===== src/rtl/ddr_read_phase_cal.sv =====
// DDR read-clock phase calibration: sweep all PLL taps, centre on best pass window.
// Optional trial/lock timeout enabled by defining DDR_PHASE_CAL_TIMEOUT_EN.
module ddr_read_phase_cal #(
  parameter int NUM_PHASES  = 16,
  parameter int PULSE_CYC   = 4,
  parameter int SETTLE_CYC  = 64,
  parameter int TIMEOUT_CYC = 1024
) (
  input  logic                            clk,
  input  logic                            rst_n,
  input  logic                            start,
  input  logic                            locked,
  output logic                            trial_req,
  input  logic                            trial_valid,
  input  logic                            trial_pass,
  output logic                            phase_step,
  output logic                            phase_updn,
  output logic [NUM_PHASES-1:0]           pass_map,
  output logic [$clog2(NUM_PHASES)-1:0]   win_start,
  output logic [$clog2(NUM_PHASES):0]     win_len,
  output logic [$clog2(NUM_PHASES)-1:0]   cal_phase,
  output logic                            busy,
  output logic                            done,
  output logic                            fail
);

  localparam int TW = $clog2(NUM_PHASES);
  localparam int LW = TW + 1;
  localparam int M1 = (SETTLE_CYC > TIMEOUT_CYC) ? SETTLE_CYC : TIMEOUT_CYC;
  localparam int M2 = (M1 > 2*NUM_PHASES) ? M1 : 2*NUM_PHASES;
  localparam int M3 = (M2 > PULSE_CYC) ? M2 : PULSE_CYC;
  localparam int CW = $clog2(M3) + 1;

  typedef enum logic [3:0] {
    S_IDLE, S_WAIT_LOCK, S_TRIAL_REQ, S_TRIAL_WAIT,
    S_STEP_SETUP, S_STEP, S_SETTLE, S_ANALYSE,
    S_CALC, S_MOVE, S_DONE, S_FAIL
  } state_t;

  state_t        state;
  logic [TW-1:0] tap;
  logic [TW-1:0] target;
  logic [CW-1:0] cnt;
  logic [LW-1:0] run;
  logic [TW-1:0] run_start;
  logic          moving;
  logic          mv_up;

  logic [TW-1:0] idx;
  logic [LW-1:0] run_inc;
  logic [TW-1:0] run_first;
  logic [TW-1:0] tgt_c;
  logic [TW-1:0] fwd;
  logic          up_c;
  logic          timeout;

  assign idx       = cnt[TW-1:0];
  assign run_inc   = (run == LW'(NUM_PHASES)) ? run : run + 1'b1;
  assign run_first = (run == '0) ? idx : run_start;
  assign tgt_c     = (win_len == LW'(NUM_PHASES)) ? '0 :
                     win_start + TW'((win_len - 1'b1) >> 1);
  // Phase sits at the last tap after the sweep; forward distance is target+1.
  assign fwd       = tgt_c + 1'b1;
  assign up_c      = ({1'b0, fwd} <= LW'(NUM_PHASES/2));

`ifdef DDR_PHASE_CAL_TIMEOUT_EN
  assign timeout = (cnt == CW'(TIMEOUT_CYC-1));
`else
  assign timeout = 1'b0;
`endif

  // Calibration sequencer: sweep, analyse, centre; all outputs registered.
  always_ff @(posedge clk or negedge rst_n) begin
    if (!rst_n) begin
      state      <= S_IDLE;
      tap        <= '0;
      target     <= '0;
      cnt        <= '0;
      run        <= '0;
      run_start  <= '0;
      moving     <= 1'b0;
      mv_up      <= 1'b0;
      trial_req  <= 1'b0;
      phase_step <= 1'b0;
      phase_updn <= 1'b0;
      pass_map   <= '0;
      win_start  <= '0;
      win_len    <= '0;
      cal_phase  <= '0;
      busy       <= 1'b0;
      done       <= 1'b0;
      fail       <= 1'b0;
    end else begin
      trial_req <= 1'b0;
      unique case (state)
        S_IDLE, S_DONE, S_FAIL: begin
          if (start) begin
            done     <= 1'b0;
            fail     <= 1'b0;
            pass_map <= '0;
            busy     <= 1'b1;
            tap      <= '0;
            moving   <= 1'b0;
            cnt      <= '0;
            state    <= S_WAIT_LOCK;
          end
        end
        S_WAIT_LOCK: begin
          cnt <= cnt + 1'b1;
          if (locked) begin
            cnt <= '0;
            if (moving) begin
              cal_phase <= target;
              done      <= 1'b1;
              busy      <= 1'b0;
              state     <= S_DONE;
            end else begin
              trial_req <= 1'b1;
              state     <= S_TRIAL_REQ;
            end
          end else if (timeout) begin
            fail  <= 1'b1;
            busy  <= 1'b0;
            state <= S_FAIL;
          end
        end
        S_TRIAL_REQ: begin
          cnt   <= CW'(1);
          state <= S_TRIAL_WAIT;
        end
        S_TRIAL_WAIT: begin
          cnt <= cnt + 1'b1;
          if (trial_valid) begin
            pass_map[tap] <= trial_pass;
            cnt           <= '0;
            if (tap == TW'(NUM_PHASES-1)) begin
              run       <= '0;
              win_len   <= '0;
              win_start <= '0;
              state     <= S_ANALYSE;
            end else begin
              phase_updn <= 1'b1;
              state      <= S_STEP_SETUP;
            end
          end else if (timeout) begin
            fail  <= 1'b1;
            busy  <= 1'b0;
            state <= S_FAIL;
          end
        end
        S_STEP_SETUP: begin
          phase_step <= 1'b1;
          cnt        <= '0;
          state      <= S_STEP;
        end
        S_STEP: begin
          if (cnt == CW'(PULSE_CYC-1)) begin
            phase_step <= 1'b0;
            tap        <= phase_updn ? tap + 1'b1 : tap - 1'b1;
            cnt        <= '0;
            state      <= S_SETTLE;
          end else begin
            cnt <= cnt + 1'b1;
          end
        end
        S_SETTLE: begin
          if (cnt == CW'(SETTLE_CYC-1)) begin
            cnt   <= '0;
            state <= moving ? S_MOVE : S_WAIT_LOCK;
          end else begin
            cnt <= cnt + 1'b1;
          end
        end
        S_ANALYSE: begin
          if (pass_map[idx]) begin
            run       <= run_inc;
            run_start <= run_first;
            if (run_inc > win_len) begin
              win_len   <= run_inc;
              win_start <= run_first;
            end
          end else begin
            run <= '0;
          end
          if (cnt == CW'(2*NUM_PHASES-1)) begin
            cnt   <= '0;
            state <= S_CALC;
          end else begin
            cnt <= cnt + 1'b1;
          end
        end
        S_CALC: begin
          if (win_len == '0) begin
            fail  <= 1'b1;
            busy  <= 1'b0;
            state <= S_FAIL;
          end else begin
            target <= tgt_c;
            mv_up  <= up_c;
            moving <= 1'b1;
            state  <= S_MOVE;
          end
        end
        S_MOVE: begin
          if (tap == target) begin
            cnt   <= '0;
            state <= S_WAIT_LOCK;
          end else begin
            phase_updn <= mv_up;
            state      <= S_STEP_SETUP;
          end
        end
        default: state <= S_IDLE;
      endcase
    end
  end

endmodule


===== config.mk =====
export PLATFORM = sky130hd
export DESIGN_NAME = ddr_read_phase_cal
export DESIGN_NICKNAME = d
export VERILOG_FILES = /design/src/rtl/ddr_read_phase_cal.sv
export SDC_FILE = /design/constraint.sdc
export NUM_CORES = 1
export LEC_CHECK = 0
export CAP_MARGIN = 30
export CORE_MARGIN = 2
export CORE_UTILIZATION = 55
export CTS_CLUSTER_DIAMETER = 200
export CTS_CLUSTER_SIZE = 20
export DETAILED_ROUTE_END_ITERATION = 8
export GPL_TIMING_DRIVEN = 1
export HOLD_SLACK_MARGIN = 0.06
export PLACE_DENSITY = 0.84
export SLEW_MARGIN = 20
export SYNTH_ARGS = -nofsm -noshare
export SYNTH_HDL_FRONTEND = slang
export SYNTH_SLANG_ARGS = --single-unit

===== constraint.sdc =====
create_clock -name clk -period 6.47 [get_ports clk]
set_input_delay 0.9705 -clock clk [delete_from_list [all_inputs] [get_ports clk]]
set_output_delay 0.9705 -clock clk [all_outputs]
set_load 0.01 [all_outputs]

==> results of run 1 <==
-- area by class of cell --
type | instances | area, µm²
inverters | 24 | 90.09
clock buffers | 10 | 127.6
fillers | 571 | 2486
flip-flops and latches | 69 | 1727
well taps | 99 | 123.9
clock inverters | 5 | 52.55
multi-input cells | 303 | 2170
repair buffers | 43 | 437.9
-- cell usage after synthesis, drive strengths merged, types with 3 or more instances --
| cell | number |
|---|---|
| a32o | 3 |
| mux2 | 10 |
| nor2b | 4 |
| inv | 23 |
| mux2i | 9 |
| xnor2 | 10 |
| and3 | 6 |
| a21oi | 26 |
| nor2 | 18 |
| nand3 | 22 |
| dfrtp | 69 |
| buf | 6 |
| a21o | 5 |
| ha | 14 |
| nand2b | 6 |
| or3 | 3 |
| and2 | 6 |
| a31oi | 11 |
| o21ai | 42 |
| o2bb2ai | 7 |
| mux4 | 4 |
| nor4 | 4 |
| o31ai | 3 |
| a22o | 9 |
| xor2 | 7 |
| nor3 | 5 |
| clkbuf | 16 |
| nand2 | 33 |
-- final timing paths --
check,to,startpoint
max in group asynchronous,target[1]$_DFFE_PN0P_,rst_n
setup reg to reg,win_len[3]$_DFFE_PN0P_,run[0]$_DFFE_PN0P_
hold / removal,done$_DFFE_PN0P_,done$_DFFE_PN0P_
min in group asynchronous,cnt[5]$_DFFE_PN0P_,rst_n
hold reg to reg,done$_DFFE_PN0P_,done$_DFFE_PN0P_
setup / recovery,win_len[3]$_DFFE_PN0P_,run[0]$_DFFE_PN0P_
-- sequential cells by signal, summed over array words and instances, names as in the netlist, 4 cells and up --
register	count
tap	4
cnt	11
run	5
win_start	4
run_start	4
cal_phase	4
pass_map	16
target	4
win_len	5
state	4
-- through the flow --
step / utilization / total power (W) / hold WS, ns / setup WS (ns) / instance area (µm²)
CTS: 0.6516 / 0.0007944 / 0.5031 / 3.495 / 4701
finish: 0.6554 / 0.0007932 / 0.5035 / 3.485 / 4728
floorplan: - / 0.0004441 / 0.4542 / 3.810 / 4095
detailed placement: 0.6266 / 0.0004598 / 0.4836 / 3.516 / 4521
global placement: 0.6266 / 0.0004597 / 0.4822 / 3.663 / 4521
global route: 0.6554 / 0.0008200 / 0.5197 / 3.236 / 4728
-- report_power, final --
part,total [W],internal (W),switching (W)
registers,0.000434,0.000432,0.00000141
logic,0.0000196,0.00000755,0.0000120
clock network,0.000340,0.000174,0.000166
total,0.000793,0.000614,0.000179
-- layout by cell type (no fill, tap or decap), types with 3 or more instances in the layout --
master and instances:
nand2_1 33, mux2i_1 8, o21ai_1 18, o21ai_0 24, clkdlybuf4s50_1 39, nand3_1 21, clkinv_2 3, dfrtp_1 69
a32o_1 3, mux4_2 4, xor2_1 7, o2bb2ai_1 7, nand2b_1 6, nor3_1 5, a21oi_1 26, clkbuf_8 9
o31ai_1 3, ha_1 14, xnor2_1 10, and3_1 6, nor2_1 17, mux2_2 4, inv_1 23, nor2b_1 4
or3_1 3, a31oi_1 11, and2_1 6, a22o_1 9, a21o_1 5, mux2_4 5, nor4_1 3
-- routing by layer --
layer  global-route usage  part of all wire  vias to the layer above
met3              0.05092             0.070                       49
met1               0.3515              0.44                     1669
met4               0.1436             0.047                        0
met2               0.3841              0.45                      177
li1                     -                 -                     1598
met5                    0                 0                        -
-- tightest hold or removal path: cells and delay by family (launching register included) --
family / cells / cell delay, ns
flops: 1 / 0.36
simple gates: 2 / 0.11
-- cell families (layout without fill, tap and decap cells) --
kind of cell / Yosys count / in the layout / synth area share
simple gates: 123 / 123 / 0.1647
flops: 69 / 69 / 0.4216
compound gates: 124 / 124 / 0.1992
fa+ha+maj: 16 / 16 / 0.05255
xor+xnor: 17 / 17 / 0.03636
mux: 23 / 23 / 0.07699
buf+inv: 46 / 82 / 0.04858
==> reports/results.tsv, run 1 <==
stage	metric	value	unit
min_path	HP Class	reg -> reg	
route	# DRC	0	
sta	Fmax	0.3350	GHz
critical_path	Worst Path Required	6.70	ns
critical_path	r2r worst-path depth	11	
placement	Placed Instances	537	
clock_network	post-CTS sizing	0	
critical_path	critical path's slowest cell	dfrtp_1	
layout	n_diodes	0	
power	Power Dens Cells	167.8	nW/µm²
global_routing	pin count of the biggest net entering global routing	70	
critical_path	Max FO, Critical Path	9	
min_path	hold depth	2	
floorplan	die area	8152	µm²
clock_network	# Post-CTS Setup Buffers	0	
sta	Final min period	2.985	ns
logic_synthesis	ys async rst share	1.000	
floorplan	Core Rows	31	
logic_synthesis	number of synthesized flops with an enable pin	0	
critical_path	instance count on the critical path	11	
floorplan	# IOs	41	
sta	Hold Violations, Final	0	
critical_path	WS Path Type	reg -> reg	
logic_synthesis	Yosys warnings	0	
logic_synthesis	top cell type's share of synthesized area	0.4216	
run_status	status	completed	
sta	clock skew	0.007244	ns
clock_network	cts bufs inserted	9	
logic_synthesis	synthesized netlist cell count	418	
sta	Max Slew Vio Count	0	
critical_path	critical path cell sequence	inv_1, ha_1, and4bb_2, mux2i_1, inv_1, ha_1, and4_1, a21oi_1, a221oi_2, o22ai_2, a32o_1	
clock_network	Bufs on Longest Clock Path	2	
logic_synthesis	synth top area cells	dfrtp_1, ha_1, a21oi_1	
logic_synthesis	Net Count, Synth	440	
sta	unrepaired setup endpoints after global routing	false	
power	leakage	2.074	nW
logic_synthesis	Unique masters post-synth	65	
critical_path	crit path capture type	flop	
clock_network	clock sink total	69	
critical_path	Arr. time, crit path	3.21	ns
logic_synthesis	post-synthesis sequential area ratio	0.4216	
route	ANT nets after route	0	
critical_path	Top delay family on crit path	compound AO/OA/AOI/OAI gates	
sta	Slew @ Worst Pin	0.9603	ns
floorplan	Die Width	90.29	µm
layout	nets	472	
global_routing	antenna violations before repair	0	
global_routing	total grt overflow	0	
logic_synthesis	Top FF cell, synth	dfrtp_1	
clock_network	Clk Latency, worst-skew pair	0.35	ns
route	router iterations before antenna repair	5	
placement	dpl hpwl	7155	µm
sta	Slew headroom	0.3514	
route	initial DRC count	304	
logic_synthesis	Seq cells post-synth	69	
layout	share of layout cells above drive strength 1	0.09471	
layout	area delta synth->final	15.46	%
sta	# setup viols final	0	
clock_network	CTS root buf	clkbuf_8	
global_routing	via count of the first global-routing pass	3380	
placement	PortBufs	40	
clock_network	clock-pin transition on the worst setup and hold timing paths	0.07	ns
critical_path	crit start category	flop	
route	drt total wl	10010	µm
clock_network	H-tree level count	3	
layout	Layout Cells excl Fill	553	
flow_run	Max Cap Viol	0	
sta	Final period util	0.4613	
floorplan	core area	7214	µm²
route	via count	3493	
clock_network	CTS Hold Buffers Added	0	
route	Routed WL per cell	18.10	µm
route	DR vias/cell	6.316	
global_routing	Total GRT Usage	0.2568	
clock_network	CTS tree	built	
critical_path	CP Buf/Inv Count	2	
logic_synthesis	Mapped Area	4095	µm²
floorplan	Chip Height	90.29	µm
placement	Routability Congestion	0.9570	
sta	setup TNS	0	ns
floorplan	initial core utilization	0.5676	
logic_synthesis	syn avg cell area	9.797	µm²
logic_synthesis	post-synth top area cell	dfrtp_1	
power	peak supply drop	0.0001525	V
critical_path	slowest stage delay, CP	0.41	ns
critical_path	R2R Setup Slk	3.49	ns
global_routing	first-pass GRT wire length	16770	µm
Note: power is estimated with default switching activity, not from simulation.
==> inputs of run 2 (changes only) <==
clock period = 2.75 ns   (was 6.47 ns; I/O delays follow)
==> reports/results.tsv, run 2 (synthesis gave the netlist of run 1 again) <==
stage	metric	value	unit	change
run_status	status	completed		
sta	Slew headroom	0.4689		+0.1174
power	leakage	2.218	nW	+6.9%
layout	multi-input logic area	2236	µm²	+3.1%
floorplan	Chip Height	90.29	µm	unchanged
critical_path	Max FO, Critical Path	5		-4
route	ANT nets after route	0		unchanged
layout	most frequent cells in the layout	dfrtp_1, clkdlybuf4s50_1, nand2_1, buf_4, a21oi_1		
route	# DRC	0		unchanged
layout	nets	498		+5.5%
global_routing	Total GRT Usage	0.2719		+0.01516
power	peak supply drop	0.0002420	V	+59%
flow_run	Max Cap Viol	0		unchanged
sta	Final min period	2.710	ns	-0.2752 ns
critical_path	crit start category	flop		
layout	Final Instance Area	5005	µm²	+5.8%
power	Power Dens Cells	388.2	nW/µm²	+130%
layout	area delta synth->final	22.21	%	
placement	placed instance area	4683	µm²	+3.6%
placement	Routability Congestion	0.9541		-0.30%
critical_path	R2R Setup Slk	0.04	ns	-3.44 ns
sta	Final period util	0.9853		+0.5240
power	Clock power frac	0.452		+0.023
sta	# setup viols final	0		unchanged
clock_network	clock sink total	69		unchanged
critical_path	slowest stage delay, CP	0.42	ns	about the same
clock_network	Clk Latency, worst-skew pair	0.36	ns	about the same
clock_network	H-tree level count	3		unchanged
floorplan	initial core utilization	0.5676		unchanged
sta	Slew @ Worst Pin	0.7967	ns	-0.1636 ns
critical_path	r2r startpoint	run[0]$_DFFE_PN0P_		
global_routing	pin count of the biggest net entering global routing	38		-46%
global_routing	total grt overflow	0		unchanged
placement	dpl hpwl	7777	µm	+8.7%
floorplan	# IOs	41		unchanged
layout	fill count	557		-2.5%
placement	PortBufs	40		unchanged
clock_network	Bufs on Longest Clock Path	2		unchanged
sta	Max Slew Vio Count	0		unchanged
route	Routed WL per cell	18.83	µm	+4.1%
layout	register area	1728	µm²	about the same
layout	n_diodes	0		unchanged
power	switching share of total power	0.2373		+0.01117
route	drt total wl	10920	µm	+9.1%
critical_path	Arr. time, crit path	2.97	ns	-0.24 ns
sta	Fmax	0.3691	GHz	+10%
route	via count	3588		+2.7%
layout	most common cell after layout, fill and taps aside	dfrtp_1		
clock_network	CTS root buf	clkbuf_8		
critical_path	Worst Path Required	3.01	ns	-3.69 ns
floorplan	Core Rows	31		unchanged
power	Seq pwr share	0.525		-0.022
power	power share of the combinational group	0.023		-0.002
power	Int Power	0.001482	W	+140%
route	router iterations before antenna repair	5		unchanged
critical_path	critical path cell sequence	inv_2, ha_4, and4bb_2, mux2i_1, inv_1, ha_1, and4_4, a21oi_2, a221oi_2, buf_4, o22ai_4, a32o_1		
layout	Largest register FFs	16		unchanged
global_routing	first-pass GRT wire length	17620	µm	+5.1%
route	initial DRC count	361		+19%
layout	Final Util	0.6937		+0.03833
clock_network	CTS tree	built		
floorplan	core area	7214	µm²	unchanged
min_path	HP Class	in -> async		
critical_path	r2r worst-path depth	12		+1
layout	Largest Register	pass_map		
sta	clock skew	0.01673	ns	+0.009488 ns
floorplan	Die Width	90.29	µm	unchanged
clock_network	cts bufs inserted	9		unchanged
layout	share of layout cells above drive strength 1	0.1705		+0.07576
critical_path	critical path's slowest cell	dfrtp_1		
clock_network	CTS Hold Buffers Added	0		unchanged
sta	Hold Violations, Final	0		unchanged
global_routing	antenna violations before repair	0		unchanged
clock_network	clock-pin transition on the worst setup and hold timing paths	0.09	ns	+0.02 ns
floorplan	die area	8152	µm²	unchanged
global_routing	via count of the first global-routing pass	3508		+3.8%
layout	biggest registers after layout	pass_map x16, cnt x11		
sta	setup TNS	0	ns	unchanged
critical_path	crit path capture type	flop		
critical_path	r2r endpoint	win_len[3]$_DFFE_PN0P_		
route	DR vias/cell	6.186		-2.1%
power	Psw	0.0004610	W	+160%
critical_path	WS Path Type	reg -> reg		
run 2: cell count changes in the layout (fill, tap and decap cells not counted), sizes merged:
cell | before | now
clkinv | 4 | 3
clkinvlp | 1 | 2
inv | 23 | 24
buf | 4 | 29
o22ai | 1 | 2
run 2: timing repair:
| item | CTS | global route |
|---|---|---|
| gates resized for setup | 0 | 13 |
| endpoints found under the setup margin | 0 | 9 |
| setup buffers | 0 | 6 |
run 2: layer usage:
metal / wire length, µm / GRT usage / up-vias
li1: - / - / 1648
met1: 4668 / 0.3648 / 1769
met2: 5343 / 0.4398 / 152
met3: 682 / 0.05008 / 19
met4: 229 / 0.1090 / 0
met5: 0 / 0 / -
run 2: how the worst max path moves through the flow:
| stage | slack (ns) | from | endpoint | cells past startpoint |
|---|---|---|---|---|
| 3_5_place_dp | 0.04 | run[0]$_DFFE_PN0P_ | win_start[0]$_DFFE_PN0P_ | 12 |
| 3_3_place_gp | 0.16 | run[0]$_DFFE_PN0P_ | win_len[3]$_DFFE_PN0P_ | 11 |
| 2_1_floorplan | 0.09 | run[0]$_DFFE_PN0P_ | win_len[2]$_DFFE_PN0P_ | 11 |
| 4_1_cts | 0.001 | run[0]$_DFFE_PN0P_ | win_len[4]$_DFFE_PN0P_ | 11 |
| 5_1_grt | -0.09 | run[0]$_DFFE_PN0P_ | win_len[3]$_DFFE_PN0P_ | 12 |
| 6_report | 0.04 | run[0]$_DFFE_PN0P_ | win_len[3]$_DFFE_PN0P_ | 12 |
run 2: power by group through the flow:
stage                     Combinational (W)  Sequential, W  Clock, W
after floorplan                  0.00000436        0.00104         0
after global placement            0.0000450        0.00104         0
after detailed placement          0.0000461        0.00104         0
after CTS                         0.0000461        0.00102  0.000885
after global routing              0.0000505        0.00102  0.000927
final                             0.0000446        0.00102  0.000879
run 2: cell type report:
class,count,share of cell area
repair buffers,68,0.1235
well taps,99,0.02475
flip-flops and latches,69,0.3453
multi-input cells,304,0.4467
clock inverters,6,0.01425
inverters,24,0.01800
clock buffers,10,0.02750
run 2: critical path: cells and delay by family, from the launching register on:
family | cells | cell delay [ns]
muxes | 1 | 0.26
and+or+nand+nor | 2 | 0.47
adders and majority gates | 2 | 0.43
DFF | 1 | 0.42
AOI/OAI and AO/OA | 4 | 0.67
buffers and inverters | 3 | 0.39
run 2: through the flow:
stage          hold WS [ns]  worst slack, ns  cells  power, W
3_3_place_gp         0.4728           0.1619    557  0.001084
6_report             0.1385          0.04049    580  0.001943
5_1_grt              0.2013         -0.08781    580  0.001997
2_1_floorplan        0.1169          0.09006    418  0.001045
4_1_cts              0.1530         0.001283    573  0.001951
3_5_place_dp         0.4776          0.03789    557  0.001085
==> inputs of run 3 (changes only) <==
CAP_MARGIN = default   (was 30)
REMOVE_ABC_BUFFERS = 1   (was default)
==> reports/results.tsv, run 3 (synthesis gave the netlist of run 1 again) <==
stage	metric	value	unit	change
sta	Slew headroom	0.5263		+0.05742
critical_path	Most Frequent Cell on Critical Path	inv_1		
critical_path	crit path capture type	flop		
clock_network	H-tree level count	3		unchanged
sta	Hold WS	0.1111	ns	-0.02738 ns
sta	clock skew	0.006497	ns	-0.01023 ns
run_status	status	completed		
layout	share of layout cells above drive strength 1	0.1537		-0.01679
global_routing	total grt overflow	0		unchanged
route	router iterations before antenna repair	5		unchanged
clock_network	Bufs on Longest Clock Path	2		unchanged
power	Power Dens Cells	365.4	nW/µm²	-5.9%
sta	Final min period	2.736	ns	+0.02678 ns
critical_path	Top delay family on crit path	compound AO/OA/AOI/OAI gates		
critical_path	critical path cell sequence	inv_1, ha_2, and4bb_2, mux2i_2, inv_1, ha_1, and4_4, a21oi_2, a221oi_2, buf_4, o22ai_4, a32o_1		
critical_path	critical path's slowest cell	dfrtp_1		
sta	Final period util	0.9950		+0.009737
global_routing	via count of the first global-routing pass	3478		-0.86%
floorplan	Chip Height	90.29	µm	unchanged
sta	Hold Violations, Final	0		unchanged
global_routing	antenna violations before repair	0		unchanged
min_path	HP Class	in -> async		
sta	setup TNS	0	ns	unchanged
placement	dpl hpwl	7404	µm	-4.8%
sta	Fmax	0.3655	GHz	-0.98%
route	DR vias/cell	6.085		-1.6%
sta	Max Slew Vio Count	0		unchanged
layout	area delta synth->final	19.92	%	
power	leakage	2.179	nW	-1.7%
floorplan	Core Rows	31		unchanged
layout	nets	493		-1.0%
route	Routed WL per cell	18.06	µm	-4.1%
route	# DRC	0		unchanged
power	peak supply drop	0.0002666	V	+10%
clock_network	clock-pin transition on the worst setup and hold timing paths	0.08	ns	about the same
floorplan	die area	8152	µm²	unchanged
critical_path	Arr. time, crit path	2.98	ns	about the same
layout	Largest Register	pass_map		
critical_path	WS Path Type	reg -> reg		
critical_path	Worst Path Required	2.99	ns	-0.02 ns
floorplan	# IOs	41		unchanged
layout	most common cell after layout, fill and taps aside	dfrtp_1		
clock_network	CTS tree	built		
clock_network	Clk Latency, worst-skew pair	0.35	ns	about the same
clock_network	CTS root buf	clkbuf_8		
critical_path	Max FO, Critical Path	5		unchanged
layout	most frequent cells in the layout	dfrtp_1, clkdlybuf4s50_1, nand2_1, a21oi_1, o21ai_0		
layout	biggest registers after layout	pass_map x16, cnt x11		
layout	Largest register FFs	16		unchanged
route	drt total wl	10360	µm	-5.1%
critical_path	CP Buf/Inv Count	3		unchanged
floorplan	initial core utilization	0.5676		unchanged
critical_path	slowest stage delay, CP	0.42	ns	about the same
floorplan	core area	7214	µm²	unchanged
power	total power draw	0.001795	W	-7.6%
route	initial DRC count	277		-23%
route	ANT nets after route	0		unchanged
layout	multi-input logic area	2223	µm²	-0.56%
sta	# setup viols final	0		unchanged
global_routing	pin count of the biggest net entering global routing	41		+7.9%
global_routing	first-pass GRT wire length	17150	µm	-2.7%
route	via count	3493		-2.6%
placement	Routability Congestion	0.9485		-0.59%
global_routing	Total GRT Usage	0.2610		-0.01094
critical_path	crit start category	flop		
sta	Slew @ Worst Pin	0.7106	ns	-0.08613 ns
clock_network	cts bufs inserted	9		unchanged
layout	n_diodes	0		unchanged
flow_run	Max Cap Viol	0		unchanged
layout	register area	1727	µm²	about the same
layout	fill count	545		-2.2%
placement	PortBufs	40		unchanged
floorplan	Die Width	90.29	µm	unchanged
clock_network	clock sink total	69		unchanged
sta	unrepaired setup endpoints after global routing	true		
-- run 3: cell types whose count changed in the layout (fill, tap and decap cells not counted), sizes merged --
cell	change
inv	-1
clkbuf	+1
bufinv	-1
buf	-5
-- run 3: worst paths after layout --
kind,end,slack (ns),cells after the start,from
worst max-delay path,win_len[4]$_DFFE_PN0P_,0.01,12,run[1]$_DFFE_PN0P_
worst min-delay path,cnt[6]$_DFFE_PN0P_,0.11,1,rst_n
worst max register to register,win_len[4]$_DFFE_PN0P_,0.01,12,run[1]$_DFFE_PN0P_
worst min register to register,cnt[10]$_DFFE_PN0P_,0.49,1,cnt[10]$_DFFE_PN0P_
max in group asynchronous,target[0]$_DFFE_PN0P_,1.99,2,rst_n
min in group clk,cnt[10]$_DFFE_PN0P_,0.49,1,cnt[10]$_DFFE_PN0P_
-- run 3: metrics by stage --
stage | setup WS [ns] | cell area, µm² | cells | utilization
after detailed placement | -0.04770 | 4638 | 551 | 0.6429
after global placement | 0.1172 | 4638 | 551 | 0.6429
after CTS | 0.01144 | 4815 | 567 | 0.6674
after global routing | -0.1081 | 4911 | 574 | 0.6807
after floorplan | 0.09006 | 3986 | 396 | -
final | 0.01371 | 4911 | 574 | 0.6807
-- run 3: what timing repair did --
action,4_1_cts,5_1_grt
pin swaps,2,8
cloned,0,1
endpoints found under the setup margin,9,9
hold buffers,0,0
setup buffers,1,6
gates resized for setup,1,9
-- run 3: where the power goes --
| part | total [W] | switching, W | internal (W) |
|---|---|---|---|
| logic | 0.0000439 | 0.0000283 | 0.0000157 |
| clock network | 0.000731 | 0.000387 | 0.000344 |
| registers | 0.00102 | 0.00000257 | 0.00102 |
-- run 3: final cells by class --
cell class	count	area share
Clock buffer	11	0.02879
Sequential cell	69	0.3516
Tap cell	99	0.02522
Multi-Input combinational cell	304	0.4527
Clock inverter	4	0.005096
Inverter	24	0.01834
Timing Repair Buffer	63	0.1182
-- run 3: metal layers --
layer	GRT usage	up-vias	wire length, µm
met5	0	-	0
met4	0.09744	0	196
met3	0.04424	17	567
met2	0.4236	146	5028
met1	0.3544	1698	4572
li1	-	1632	-
